$ cat config.mk
export PLATFORM = sky130hd
export DESIGN_NAME = seq_mag_comparator
export DESIGN_NICKNAME = d
export VERILOG_FILES = /design/src/rtl/cmp_pkg.sv /design/src/rtl/digit_cmp.sv /design/src/rtl/seq_mag_comparator.sv
export SDC_FILE = /design/constraint.sdc
export NUM_CORES = 1
export LEC_CHECK = 0
export CORE_MARGIN = 2
export CORE_UTILIZATION = 50
export CTS_CLUSTER_SIZE = 40
export DETAILED_ROUTE_END_ITERATION = 6
export PLACE_DENSITY = 0.84
export SLEW_MARGIN = 20
export SYNTH_ARGS = -nofsm -noshare
export SYNTH_HDL_FRONTEND = slang
export SYNTH_SLANG_ARGS = --single-unit
$ cat constraint.sdc
create_clock -name clk -period 4.95 [get_ports clk]
set_input_delay 1.2375 -clock clk [delete_from_list [all_inputs] [get_ports clk]]
set_output_delay 1.2375 -clock clk [all_outputs]
set_load 0.1 [all_outputs]
$ cat src/rtl/cmp_pkg.sv
// Shared types for the sequential magnitude comparator: FSM states and the
// one-hot result record.
package cmp_pkg;

    typedef enum logic [1:0] {
        IDLE = 2'd0,
        CMP  = 2'd1,
        DONE = 2'd2
    } cmp_state_t;

    typedef struct packed {
        logic eq;
        logic gt;
        logic lt;
    } cmp_result_t;

endpackage

$ cat src/rtl/digit_cmp.sv
// Combinational compare of one DIGIT-bit slice pair. Flipping the slice MSB
// turns two's-complement ordering into plain unsigned (offset-binary) ordering.
module digit_cmp #(
    parameter int DIGIT = 4
) (
    input  logic [DIGIT-1:0] slice_a,
    input  logic [DIGIT-1:0] slice_b,
    input  logic             invert_msb,
    output logic             gt,
    output logic             lt
);

    logic [DIGIT-1:0] w_mask;
    logic [DIGIT-1:0] w_a;
    logic [DIGIT-1:0] w_b;

    always_comb begin
        w_mask            = '0;
        w_mask[DIGIT-1]   = invert_msb;
    end

    assign w_a = slice_a ^ w_mask;
    assign w_b = slice_b ^ w_mask;
    assign gt  = (w_a > w_b);
    assign lt  = (w_a < w_b);

endmodule

$ cat src/rtl/seq_mag_comparator.sv
// Multi-cycle magnitude comparator: scans captured operands MSB-first, DIGIT
// bits per cycle, and presents a registered one-hot eq/gt/lt result.
module seq_mag_comparator
    import cmp_pkg::*;
#(
    parameter int WIDTH      = 16,
    parameter int DIGIT      = 4,
    parameter int EARLY_EXIT = 1
) (
    input  logic             clk,
    input  logic             rst_n,
    input  logic             in_valid,
    output logic             in_ready,
    input  logic [WIDTH-1:0] a,
    input  logic [WIDTH-1:0] b,
    input  logic             signed_mode,
    output logic             out_valid,
    input  logic             out_ready,
    output logic             a_eq_b,
    output logic             a_gt_b,
    output logic             a_lt_b,
    output logic             busy
);

    localparam int NDIG = WIDTH / DIGIT;
    localparam int IDXW = (NDIG > 1) ? $clog2(NDIG) : 1;

    cmp_state_t       r_state;
    cmp_result_t      r_res;
    logic [IDXW-1:0]  r_idx;
    logic [WIDTH-1:0] r_a;
    logic [WIDTH-1:0] r_b;
    logic             r_signed;

    logic [DIGIT-1:0] w_slice_a;
    logic [DIGIT-1:0] w_slice_b;
    logic             w_invert;
    logic             w_gt;
    logic             w_lt;
    logic             w_found;
    logic             w_last;
    logic             w_capture;

    assign w_capture = (r_state == IDLE) && in_valid;
    assign w_found   = r_res.gt | r_res.lt;
    assign w_last    = (r_idx == '0);
    assign w_invert  = r_signed && (r_idx == IDXW'(NDIG - 1));

    always_comb begin
        w_slice_a = '0;
        w_slice_b = '0;
        for (int k = 0; k < NDIG; k++) begin
            if (r_idx == IDXW'(k)) begin
                w_slice_a = r_a[k*DIGIT +: DIGIT];
                w_slice_b = r_b[k*DIGIT +: DIGIT];
            end
        end
    end

    digit_cmp #(
        .DIGIT (DIGIT)
    ) u_digit_cmp (
        .slice_a    (w_slice_a),
        .slice_b    (w_slice_b),
        .invert_msb (w_invert),
        .gt         (w_gt),
        .lt         (w_lt)
    );

    // Operand capture: data path only, no reset needed
    always_ff @(posedge clk) begin
        if (w_capture) begin
            r_a      <= a;
            r_b      <= b;
            r_signed <= signed_mode;
        end
    end

    always_ff @(posedge clk or negedge rst_n) begin
        if (!rst_n) begin
            r_state <= IDLE;
            r_res   <= '0;
            r_idx   <= '0;
        end else begin
            case (r_state)
                IDLE: begin
                    if (in_valid) begin
                        r_res   <= '0;
                        r_idx   <= IDXW'(NDIG - 1);
                        r_state <= CMP;
                    end
                end
                CMP: begin
                    // Only the first differing digit may set gt/lt
                    if (!w_found) begin
                        r_res.gt <= w_gt;
                        r_res.lt <= w_lt;
                        if (w_last && !w_gt && !w_lt)
                            r_res.eq <= 1'b1;
                    end
                    if (w_last || ((EARLY_EXIT != 0) && (w_gt || w_lt)))
                        r_state <= DONE;
                    else
                        r_idx <= r_idx - IDXW'(1);
                end
                DONE: begin
                    if (out_ready)
                        r_state <= IDLE;
                end
                default: r_state <= IDLE;
            endcase
        end
    end

    assign in_ready  = (r_state == IDLE);
    assign out_valid = (r_state == DONE);
    assign busy      = (r_state != IDLE);
    assign a_eq_b    = r_res.eq;
    assign a_gt_b    = r_res.gt;
    assign a_lt_b    = r_res.lt;

endmodule

Word-level counts from Yosys, hierarchy flattened
Cells that the tools add are included.
- flip-flop bits (word level): 40
- output and inout port bits: 6
- word-level logic and storage cells: 60
- $add $sub $neg: 1
- magnitude comparators: 2
- equality and inequality tests: 11
- muxes and demuxes: 19
- bitwise gates (word level): 3
- reductions and logical operators: 16
- operators with widths (kind ; number):
    4-bit 2-to-1 mux ; 8
    2-bit 2-to-1 mux ; 5
    2-bit != test (second input constant) ; 5
    3-bit AND reduction ; 3
    4-bit XOR ; 2
    2-bit == test (second input constant) ; 3
    3-bit 2-to-1 mux ; 2
    2-bit one-hot mux with 3 select lines ; 1
    3-bit one-hot mux with 2 select lines ; 1
    2-bit by 1-bit == test with 1-bit output (second input constant) ; 2
    4-bit > comparator ; 1
    1-bit logical AND ; 4
    2-bit zero test ; 2
    4-bit < comparator ; 1
    2-bit one-hot mux with 2 select lines ; 1
    4-bit AND reduction ; 1
    2-bit nonzero test ; 2
    1-bit zero test ; 2
    1-bit logical OR ; 2
    2-bit by 1-bit != test with 1-bit output (second input constant) ; 1
    2-bit by 1-bit subtractor with 2-bit output (second input constant) ; 1
    1-bit 2-to-1 mux ; 1
    1-bit bitwise OR ; 1

Depth between registers and ports, before layout
- depth after elaboration: 13
- gate-level depth with buffers: 13
- gate-level depth less buffers: 11

Hierarchy
From an unflattened synthesis, not the netlist that was laid out.
- cells, all modules: 133
- area total of the unflattened synthesis: 1896.8 sq um
- by module, submodules not included (module ; instances ; cells each ; area each (sq um) ; seq. area each (sq um)):
    seq_mag_comparator ; 1 ; 117 ; 1769.2 ; 1166.1
    digit_cmp ; 1 ; 16 ; 127.6 ; 0.0

Worst setup path after synthesis
OpenSTA, ideal clock, no wires.
- kind: register -> output
- from: register r_state[0]
- to: output busy
- arrival time: 2.638 ns
- data required time: 3.713 ns
- setup slack: 1.075 ns
- cell stages (with the launch flop): 3
- cell sequence: dfrtp_1 > nor2_1 > inv_1
- cells in the longest elaborated chain, start to end: 1
- RTL lines (item ; line ; source):
    from (decl) ; seq_mag_comparator.sv:28 ; cmp_state_t r_state;
    from (signal assigned) ; seq_mag_comparator.sv:81 ; r_state <= IDLE;
    from (signal assigned) ; seq_mag_comparator.sv:90 ; r_state <= CMP;
    from (signal assigned) ; seq_mag_comparator.sv:102 ; r_state <= DONE;
    2-bit nonzero test ; seq_mag_comparator.sv:117 ; assign busy = (r_state != IDLE);
    to (decl) ; seq_mag_comparator.sv:22 ; output logic busy
Every way passes these cells.

Worst setup path in the final report
- from: register r_state[0]
- to: output in_ready
- cells in the longest elaborated chain, start to end: 1
- RTL lines (item ; line ; source):
    2-bit zero test ; seq_mag_comparator.sv:115 ; assign in_ready = (r_state == IDLE);
    to (decl) ; seq_mag_comparator.sv:13 ; output logic in_ready,
Every way passes these cells.

==> summary.md <==
| Metric | Value |
|---|---|
| Gr ovfl total | 0 |
| Worst-path clk slew | 120 ps |
| Post-synth top cells | 33 x edfxtp_1, 9 x a21oi_1, 8 x ha_1, 8 x nand2_1, 8 x nor3_1 |
| Core Box Area | 3363 sq um |
| Total CTS buffers | 5 |
| First-pass GRT wire length | 5278 microns |
| Crit. End Element | output port |
| Row cnt | 21 |
| Final wirelength | 3029 microns |
| Root buf cell | clkbuf_4 |
| Gate Count Post-Synth | 120 |
| Leak Pwr | 0.8279 nW |
| Initial core utilization | 52.46% |
| Clock skew | 4.112 ps |
| Most common cell in the netlist | edfxtp_1 |
| Setup Buffers After CTS | 0 |
| All-Layer GR Usage | 17.29% |
| CTS tree | done |
| Worst Path Required | 3710 ps |
| Non-Filler Instances | 212 |
| Clk sinks | 40 |
| Via count of the routed design | 1093 |
| Routed Antenna Nets | 0 |
| DRC | 0 |
| # IOs | 43 |
| Worst slew pin tran | 967.6 ps |
| Post-CTS resize count | 0 |
| Max Cap Viol | 0 |
| Fraction of layout cells with a size suffix above 1 | 12.65% |
| TritonRoute pass-1 iters | 4 |
| DP HPWL | 2227 microns |
| Die Y | 63.40 microns |
| H-Tree Depth | 2 |
| Synth top area share | 56.17% |
| Vias in the first global route | 1175 |
| Worst path arrival time | 2110 ps |
| Setup ws final | 1604 ps |
| Clock period minus worst slack | 3346 ps |
| Largest net degree at the start of global routing | 37 |
| Peak VDD IR | 240.4 uV |
| Width of the die | 63.40 microns |
| Max-slew headroom | 35.29% |
| Cell count after placement | 204 |
| Max Fclk | 298.9 MHz |
| Gpl congestion | 0.7473 |
| Die area | 4020 sq um |
| Max FO, Critical Path | 3 |
| Critical path startpoint category | register |
| Clock latency on the worst-skew pair | 340 ps |
| Synthesis Warnings | 0 |
| Setup CP Type | reg -> out |
| Starting DRC count in detailed routing | 33 |
| Port bufs | 42 |
| Wire per inst | 14.29 microns |
| Post-Place Setup Slack | 1971 ps |
| Ranking of synthesized cells by area | edfxtp_1 56%, dfrtp_1 9.9%, ha_1 5.7% |
| Max clock buf depth | 2 |
| Pwr dens | 530.7 nW/um^2 |
| Period utilization | 67.60% |
| Ant diodes | 0 |
| Fin. Hold Viols | 0 |
| Fillers | 268 |
| Post-synth EDFFs | 33 |
| Layout Nets | 210 |
| Yosys cell types | 26 |
| Initial antenna violation count | 0 |
| Synthesis-to-finish area growth | 29.43% |
| Synthesized area | 1764 sq um |
| Yosys reg bits | 40 |
| Asr flop ratio synth | 17.50% |
| Syn nets | 165 |
| # setup viols final | 0 |
| Post-synth top flop | edfxtp_1 |
| Syn avg cell area | 14.70 sq um |
| Fin. max-slew vios | 0 |
| Status | completed |
| Hold WC Path Type | reg -> reg |
| Register area share after synthesis | 66.10% |
| Setup_tns | 0 ps |
| Via density | 5.156 |
| RSZ-0062 raised after global routing | false |
| Hold Buf Count CTS | 0 |
| Largest area contributor in the netlist | edfxtp_1 |
## stage by stage
| step | hold WS, ps | area (sq um) | utilization [%] | total power, mW |
|---|---|---|---|---|
| 5_1_grt | 542.6 | 2283 | 67.89 | 1.288 |
| 3_3_place_gp | 476.5 | 2203 | 65.51 | 0.9962 |
| 4_1_cts | 522.2 | 2283 | 67.89 | 1.226 |
| 6_report | 514.3 | 2283 | 67.89 | 1.212 |
| 2_1_floorplan | 498.6 | 1764 | - | 0.8929 |
| 3_5_place_dp | 497.5 | 2203 | 65.51 | 1.014 |
## cell type report
cell class / count / area, sq um / area share [%]
Clock inverter: 3 / 42.54 / 1.863
Tap cell: 46 / 57.56 / 2.521
Sequential cell: 40 / 1166 / 51.07
Inverter: 7 / 26.28 / 1.151
Clock buffer: 5 / 37.54 / 1.644
Timing Repair Buffer: 42 / 420.4 / 18.41
Multi-Input combinational cell: 69 / 533.0 / 23.34
## sequential cells by signal, summed over array words and instances (netlist names)
name	flops
r_a	16
r_b	16
r_idx	2
r_state	2
a_eq_b	1
a_gt_b	1
a_lt_b	1
r_signed	1
## placed cells by master (no fill, tap or decap), types with 2 or more instances in the layout
cell and n:
o21ai_1 4, edfxtp_1 33, o21ai_0 4, a221o_1 3
nor3_1 8, nand2_1 8, a221oi_2 4, o21ai_2 2
dfrtp_1 7, inv_1 6, xor2_1 2, clkdlybuf4s50_1 42
a32o_1 2, nor2_1 6, ha_1 8, clkbuf_4 5
a21oi_1 9
## metal layers
layer	wire length [microns]	GRT usage, %
met5	0	0
met4	43	6.522
met3	213	5.536
met2	1508	28.42
met1	1264	21.30
## worst max-delay path, cell delays in order (launching register included)
cell             delay (ps)
dfrtp_1                 420
nor2_1                  180
clkdlybuf4s50_1        1170
## final timing paths
path                                         from                   end  slack [ps]  cells past startpoint
setup / recovery           r_state[0]$_DFFE_PN0P_              in_ready        1600                      2
hold / removal                 a_lt_b$_DFFE_PN0P_    a_lt_b$_DFFE_PN0P_         510                      1
setup reg to reg             r_idx[1]$_DFFE_PN0P_  r_idx[1]$_DFFE_PN0P_        2110                     11
hold reg to reg                a_lt_b$_DFFE_PN0P_    a_lt_b$_DFFE_PN0P_         510                      1
max in group asynchronous                   rst_n    a_lt_b$_DFFE_PN0P_        3580                      1
min in group asynchronous                   rst_n    a_eq_b$_DFFE_PN0P_        1130                      1
## cell families (layout without fill, tap and decap cells)
| group | after synthesis | count (layout) | share of synthesized area (%) |
|---|---|---|---|
| simple gates | 29 | 29 | 10.50 |
| fa+ha+maj | 8 | 8 | 5.674 |
| flops | 40 | 40 | 66.10 |
| xor+xnor | 2 | 2 | 0.9931 |
| buf+inv | 11 | 57 | 3.688 |
| compound gates | 30 | 30 | 13.05 |
## power by group
part	internal (mW)	leakage [nW]	switching [mW]	total, mW
Sequential	0.453	0.394	0.0337	0.486
Combinational	0.172	0.393	0.343	0.514
Clock	0.105	0.0412	0.106	0.211
Total	0.730	0.828	0.482	1.21
No activity file was read; power rests on OpenSTA's default activity.
